**config.mk**
```make
export PLATFORM = sky130hd
export DESIGN_NAME = uart_tx_ctrl
export DESIGN_NICKNAME = d
export VERILOG_FILES = /design/src/rtl/uart_tx_pkg.sv /design/src/rtl/uart_parity_calc.sv /design/src/rtl/uart_tx_ctrl.sv
export SDC_FILE = /design/constraint.sdc
export NUM_CORES = 1
export LEC_CHECK = 0
export BUFFER_PORTS_ARGS = -buffer_cell sky130_fd_sc_hd__buf_2
export CAP_MARGIN = 20
export CORE_AREA = 2 2 43 45
export CTS_CLUSTER_SIZE = 28
export DETAILED_ROUTE_END_ITERATION = 10
export DIE_AREA = 0 0 45 47
export PLACE_DENSITY_LB_ADDON = 0.2
export SLEW_MARGIN = 40
export SYNTH_ARGS = -nofsm -noshare
export SYNTH_HDL_FRONTEND = slang
export SYNTH_SLANG_ARGS = --single-unit
```
**constraint.sdc**
```tcl
create_clock -name CLK -period 3.85 [get_ports CLK]
set_clock_uncertainty 0.15 [all_clocks]
set_input_delay 0.77 -clock CLK [delete_from_list [all_inputs] [get_ports CLK]]
set_output_delay 0.77 -clock CLK [all_outputs]
set_load 0.05 [all_outputs]
```
**src/rtl/uart_tx_pkg.sv**
```systemverilog
`default_nettype none
// ============================================================================
// Module   : uart_tx_pkg
// Brief    : Shared state encoding, output-mux select codes and default width
//            for the UART transmit path.
// Revision : 1.0 - initial release
// ============================================================================
package uart_tx_pkg;

    localparam int DEFAULT_DATA_WIDTH = 8;

    typedef enum logic [2:0] {
        ST_IDLE   = 3'd0,
        ST_START  = 3'd1,
        ST_DATA   = 3'd2,
        ST_PARITY = 3'd3,
        ST_STOP   = 3'd4
    } tx_state_e;

    // Select codes consumed by the downstream TX output mux
    localparam logic [1:0] MUX_SEL_START = 2'b00;
    localparam logic [1:0] MUX_SEL_DATA  = 2'b01;
    localparam logic [1:0] MUX_SEL_PAR   = 2'b10;
    localparam logic [1:0] MUX_SEL_STOP  = 2'b11;

endpackage : uart_tx_pkg
`default_nettype wire

```
**src/rtl/uart_parity_calc.sv**
```systemverilog
`default_nettype none
// ============================================================================
// Module   : uart_parity_calc
// Brief    : Combinational parity of a data word; i_par_typ 0 = even, 1 = odd.
// Revision : 1.0 - initial release
// ============================================================================
module uart_parity_calc #(
    parameter int DATA_WIDTH = 8
) (
    input  logic [DATA_WIDTH-1:0] i_data,
    input  logic                  i_par_typ,
    output logic                  o_parity
);

    assign o_parity = (^i_data) ^ i_par_typ;

endmodule : uart_parity_calc
`default_nettype wire

```
**src/rtl/uart_tx_ctrl.sv**
```systemverilog
`default_nettype none
// ============================================================================
// Module   : uart_tx_ctrl
// Brief    : UART TX frame sequencer and serializer, one bit per CLK cycle,
//            feeding the TX output mux (select, data bit, parity bit).
// Revision : 1.0 - initial release
// ============================================================================
module uart_tx_ctrl
    import uart_tx_pkg::*;
#(
    parameter int DATA_WIDTH = DEFAULT_DATA_WIDTH
) (
    input  logic                  CLK,
    input  logic                  RST,
    input  logic [DATA_WIDTH-1:0] P_DATA,
    input  logic                  Data_Valid,
    input  logic                  PAR_EN,
    input  logic                  PAR_TYP,
    output logic                  ser_data,
    output logic                  par_bit,
    output logic                  par_en_q,
    output logic [1:0]            mux_sel,
    output logic                  busy
);

    localparam int              CNT_W      = (DATA_WIDTH > 1) ? $clog2(DATA_WIDTH) : 1;
    localparam logic [CNT_W-1:0] c_last_bit = CNT_W'(DATA_WIDTH - 1);

    tx_state_e               r_state;
    tx_state_e               w_next_state;
    logic [DATA_WIDTH-1:0]   r_shift;
    logic [CNT_W-1:0]        r_bit_cnt;
    logic                    r_par_bit;
    logic                    r_par_en;
    logic                    r_ser_hold;
    logic                    w_parity;
    logic                    w_accept;
    logic                    w_ser_data;

    uart_parity_calc #(
        .DATA_WIDTH (DATA_WIDTH)
    ) u_parity (
        .i_data    (P_DATA),
        .i_par_typ (PAR_TYP),
        .o_parity  (w_parity)
    );

    // STOP accepts too, so back-to-back frames need no idle gap
    assign w_accept = Data_Valid && ((r_state == ST_IDLE) || (r_state == ST_STOP));

    always_comb begin
        w_next_state = r_state;
        mux_sel      = MUX_SEL_STOP;
        busy         = 1'b1;
        case (r_state)
            ST_IDLE: begin
                busy = 1'b0;
                if (w_accept) w_next_state = ST_START;
            end
            ST_START: begin
                mux_sel      = MUX_SEL_START;
                w_next_state = ST_DATA;
            end
            ST_DATA: begin
                mux_sel = MUX_SEL_DATA;
                if (r_bit_cnt == c_last_bit)
                    w_next_state = r_par_en ? ST_PARITY : ST_STOP;
            end
            ST_PARITY: begin
                mux_sel      = MUX_SEL_PAR;
                w_next_state = ST_STOP;
            end
            ST_STOP: begin
                w_next_state = w_accept ? ST_START : ST_IDLE;
            end
            default: begin
                w_next_state = ST_IDLE;
            end
        endcase
    end

    // Outside DATA the serial bit holds whatever was last driven
    assign w_ser_data = (r_state == ST_DATA) ? r_shift[0] : r_ser_hold;
    assign ser_data   = w_ser_data;
    assign par_bit    = r_par_bit;
    assign par_en_q   = r_par_en;

    always_ff @(posedge CLK or negedge RST) begin
        if (!RST) begin
            r_state    <= ST_IDLE;
            r_ser_hold <= 1'b0;
        end else begin
            r_state    <= w_next_state;
            r_ser_hold <= w_ser_data;
        end
    end

    always_ff @(posedge CLK or negedge RST) begin
        if (!RST) begin
            r_shift   <= '0;
            r_par_bit <= 1'b0;
            r_par_en  <= 1'b0;
        end else if (w_accept) begin
            r_shift   <= P_DATA;
            r_par_bit <= w_parity;
            r_par_en  <= PAR_EN;
        end else if (r_state == ST_DATA) begin
            r_shift   <= r_shift >> 1;
        end
    end

    always_ff @(posedge CLK or negedge RST) begin
        if (!RST) begin
            r_bit_cnt <= '0;
        end else if (r_state == ST_START) begin
            r_bit_cnt <= '0;
        end else if (r_state == ST_DATA) begin
            r_bit_cnt <= r_bit_cnt + 1'b1;
        end
    end

endmodule : uart_tx_ctrl
`default_nettype wire

```
==> results.json <==
{
  "n_antenna_cell": 0,
  "coreArea_sq_um": 1650,
  "layout_min_cycle_time_ps": 2980,
  "dpl_cell_area_sq_um": 960,
  "synth_area_leaders": "dfrtp_1 49%, mux2i_1 9.1%, xnor2_1 5.0%",
  "cts_tree": "yes",
  "rows": 15,
  "hold_path.class": "in2async",
  "cp_num_buf_inv": 1,
  "wire_per_inst_microns": 13.3,
  "end_kind": "primary output",
  "yosysMostFrequentCell": "dfrtp_1",
  "peakVddDrop_mv": 0.433,
  "cp_slowest_cell": "nor3b_4",
  "drc": 0,
  "setup_tns_ps": 0,
  "finalCritPeriodShare_pct": 77.4,
  "portBuffers": 18,
  "synthArstFlopShare_pct": 100,
  "drive_gt1_share_pct": 28.3,
  "start_util_pct": 53.1,
  "rsz0062_at_grt": "false",
  "layout.nets": 108,
  "clk_pin_slew_worst_paths_ps": 90,
  "path_delay_family": "simple AND/OR/NAND/NOR gates",
  "worst_slack_ps": 871,
  "hold_viol_final": 0,
  "cts_buffer_depth": 2,
  "grt_pass1_wl_microns": 2530,
  "synthSimpleGateAreaFrac_pct": 13.3,
  "maxCapViolCount": 0,
  "boundaryPins": 19,
  "cts_num_sinks": 17,
  "hold_slack_ps": 232,
  "dr.pass1.iters": 6,
  "worst_slew_pin_slew_ps": 670,
  "post-cts-setup-buffers": 0,
  "avgSynthCellArea_sq_um": 11.9,
  "ys.flop_type": "dfrtp_1",
  "synth_fp_nets": 89,
  "dp_hpwl_microns": 1110,
  "cp.required_ps": 2930,
  "status": "completed",
  "ys_seq_area_share_pct": 48.5,
  "first_iter_violations": 16,
  "worstPathArrival_ps": 2060,
  "cts_hold_buffers": 0,
  "crit_path_max_incr_delay_ps": 640,
  "max-slew-margin-rel_pct": 55.3,
  "synth_edf_count": 0,
  "grt_overflow_total": 0,
  "synthToLayoutAreaGrowth_pct": 12.4,
  "root_buffer": "clkbuf_4",
  "synth_top_family_by_area": "multiplexers",
  "ant_nets": 0,
  "fmax_mhz": 336,
  "finalInstanceArea_sq_um": 986,
  "synth_compound_area_share_pct": 8.70,
  "ys_ff_latch": 17,
  "critPathMaxFanout": 12,
  "die_x_microns": 45,
  "cts_resized": 0,
  "synth_area_sq_um": 877,
  "p_leak_nw": 0.468,
  "yosysUniqueCellTypes": 23,
  "vias": 588,
  "place_ws_ps": 1160,
  "ys_top_cells_by_count": "17 x dfrtp_1, 8 x mux2i_1, 8 x nand2_1",
  "htreeDepth": 1,
  "synth_xor_area_share_pct": 9.56,
  "yosysWarnings": 0,
  "clkLatencyLatePin_ps": 280,
  "syn-instance-count": 74,
  "grt_max_degree": 20,
  "path_class": "reg2out",
  "gp_congestion": 0.739,
  "die_h_microns": 47,
  "drt_wl_total_microns": 1450,
  "synth_mux_area_share_pct": 13.4,
  "p_per_area_nw_per_um2": 873,
  "cts_made_buffers": 3,
  "setup_viol": 0,
  "antenna_found_initial": 0,
  "synth-adder-area-share_pct": 2.85,
  "p_total_w": 0.000860,
  "grtUsageTotal_pct": 16.9,
  "synth.largest_area_cell": "dfrtp_1",
  "critPathLaunchType": "register",
  "final_max_slew_viol_count": 0,
  "dieArea_sq_um": 2120,
  "grt_pass1_vias": 593,
  "path_cells": "nor3b_4 -> mux2_2 -> buf_2",
  "yosysTopAreaCellShare_pct": 48.5,
  "detail_route.vias_per_cell": 5.39
}
-- cell type report --
class / instances / area [sq um]
Clock buffer: 4 / 26.3
Sequential cell: 17 / 425
Inverter: 1 / 3.75
Timing Repair Buffer: 18 / 90.1
Fill cell: 149 / 666
Tap cell: 17 / 21.3
Multi-Input combinational cell: 52 / 419
-- cells in the final DEF (no fill, tap or decap) --
cell,instances
clkbuf_1,1
nand4b_1,1
a22o_1,3
mux2_4,1
buf_2,18
xnor3_1,1
clkbuf_4,3
o21ai_0,7
nor3b_4,2
mux2i_1,8
inv_1,1
ha_1,2
nand2_1,8
xor2_1,2
nor3b_1,1
o21ai_1,1
dfrtp_1,17
or3_1,1
a21oi_1,2
mux2_2,2
nor2_1,2
xnor2_1,5
nand2b_1,3
-- worst paths after layout --
| kind | startpoint | end | slack (ps) | cells past startpoint |
|---|---|---|---|---|
| max | r_state[1] | ser_data | 870 | 3 |
| min | RST | r_shift[0] | 230 | 1 |
| max reg2reg | r_state[1] | r_ser_hold | 2020 | 2 |
| min reg2reg | r_ser_hold | r_ser_hold | 360 | 1 |
| max in group asynchronous | RST | r_shift[4] | 3050 | 1 |
| min in group CLK | r_ser_hold | r_ser_hold | 360 | 1 |
-- flip-flops by register name, summed over array words and instances, names as in the netlist --
name / count
par_en_q: 1
r_ser_hold: 1
r_state: 3
par_bit: 1
r_shift: 8
r_bit_cnt: 3
-- per-layer routing --
layer / GRT usage, % / vias to the layer above / routed length [microns]
met1: 20.1 / 275 / 606
met2: 29.7 / 18 / 765
met4: 6.47 / 0 / 0
li1: - / 295 / -
met5: 0 / - / 0
met3: 3.85 / 0 / 75
-- where the power goes --
group,total [W],internal [W],switching (W),leakage [nW]
combinational,0.000443,0.000172,0.000271,0.239
clock,0.0000905,0.0000401,0.0000504,0.0150
sequential,0.000327,0.000260,0.0000669,0.214
total,0.000860,0.000472,0.000388,0.468
-- cell families after synthesis --
logic type,count (synthesis)
adders and majority gates,2
muxes,11
xor gates and xnor gates,8
and+or+nand+nor,18
AOI/OAI and AO/OA,13
DFF,17
buffers and inverters,5
-- worst reg2reg max path, delay by kind of cell (launching register included) --
| family | cells | cell delay, ps |
|---|---|---|
| AND/OR/NAND/NOR | 1 | 640 |
| multiplexers | 1 | 420 |
| flip-flops | 1 | 520 |
-- through the flow --
| step | cells | utilization [%] |
|---|---|---|
| final | 109 | 59.7 |
| after global routing | 109 | 59.7 |
| after detailed placement | 105 | 58.1 |
| after floorplan | 74 | - |
| after global placement | 105 | 58.1 |
| after CTS | 109 | 59.7 |
No activity file was read; power rests on OpenSTA's default activity.
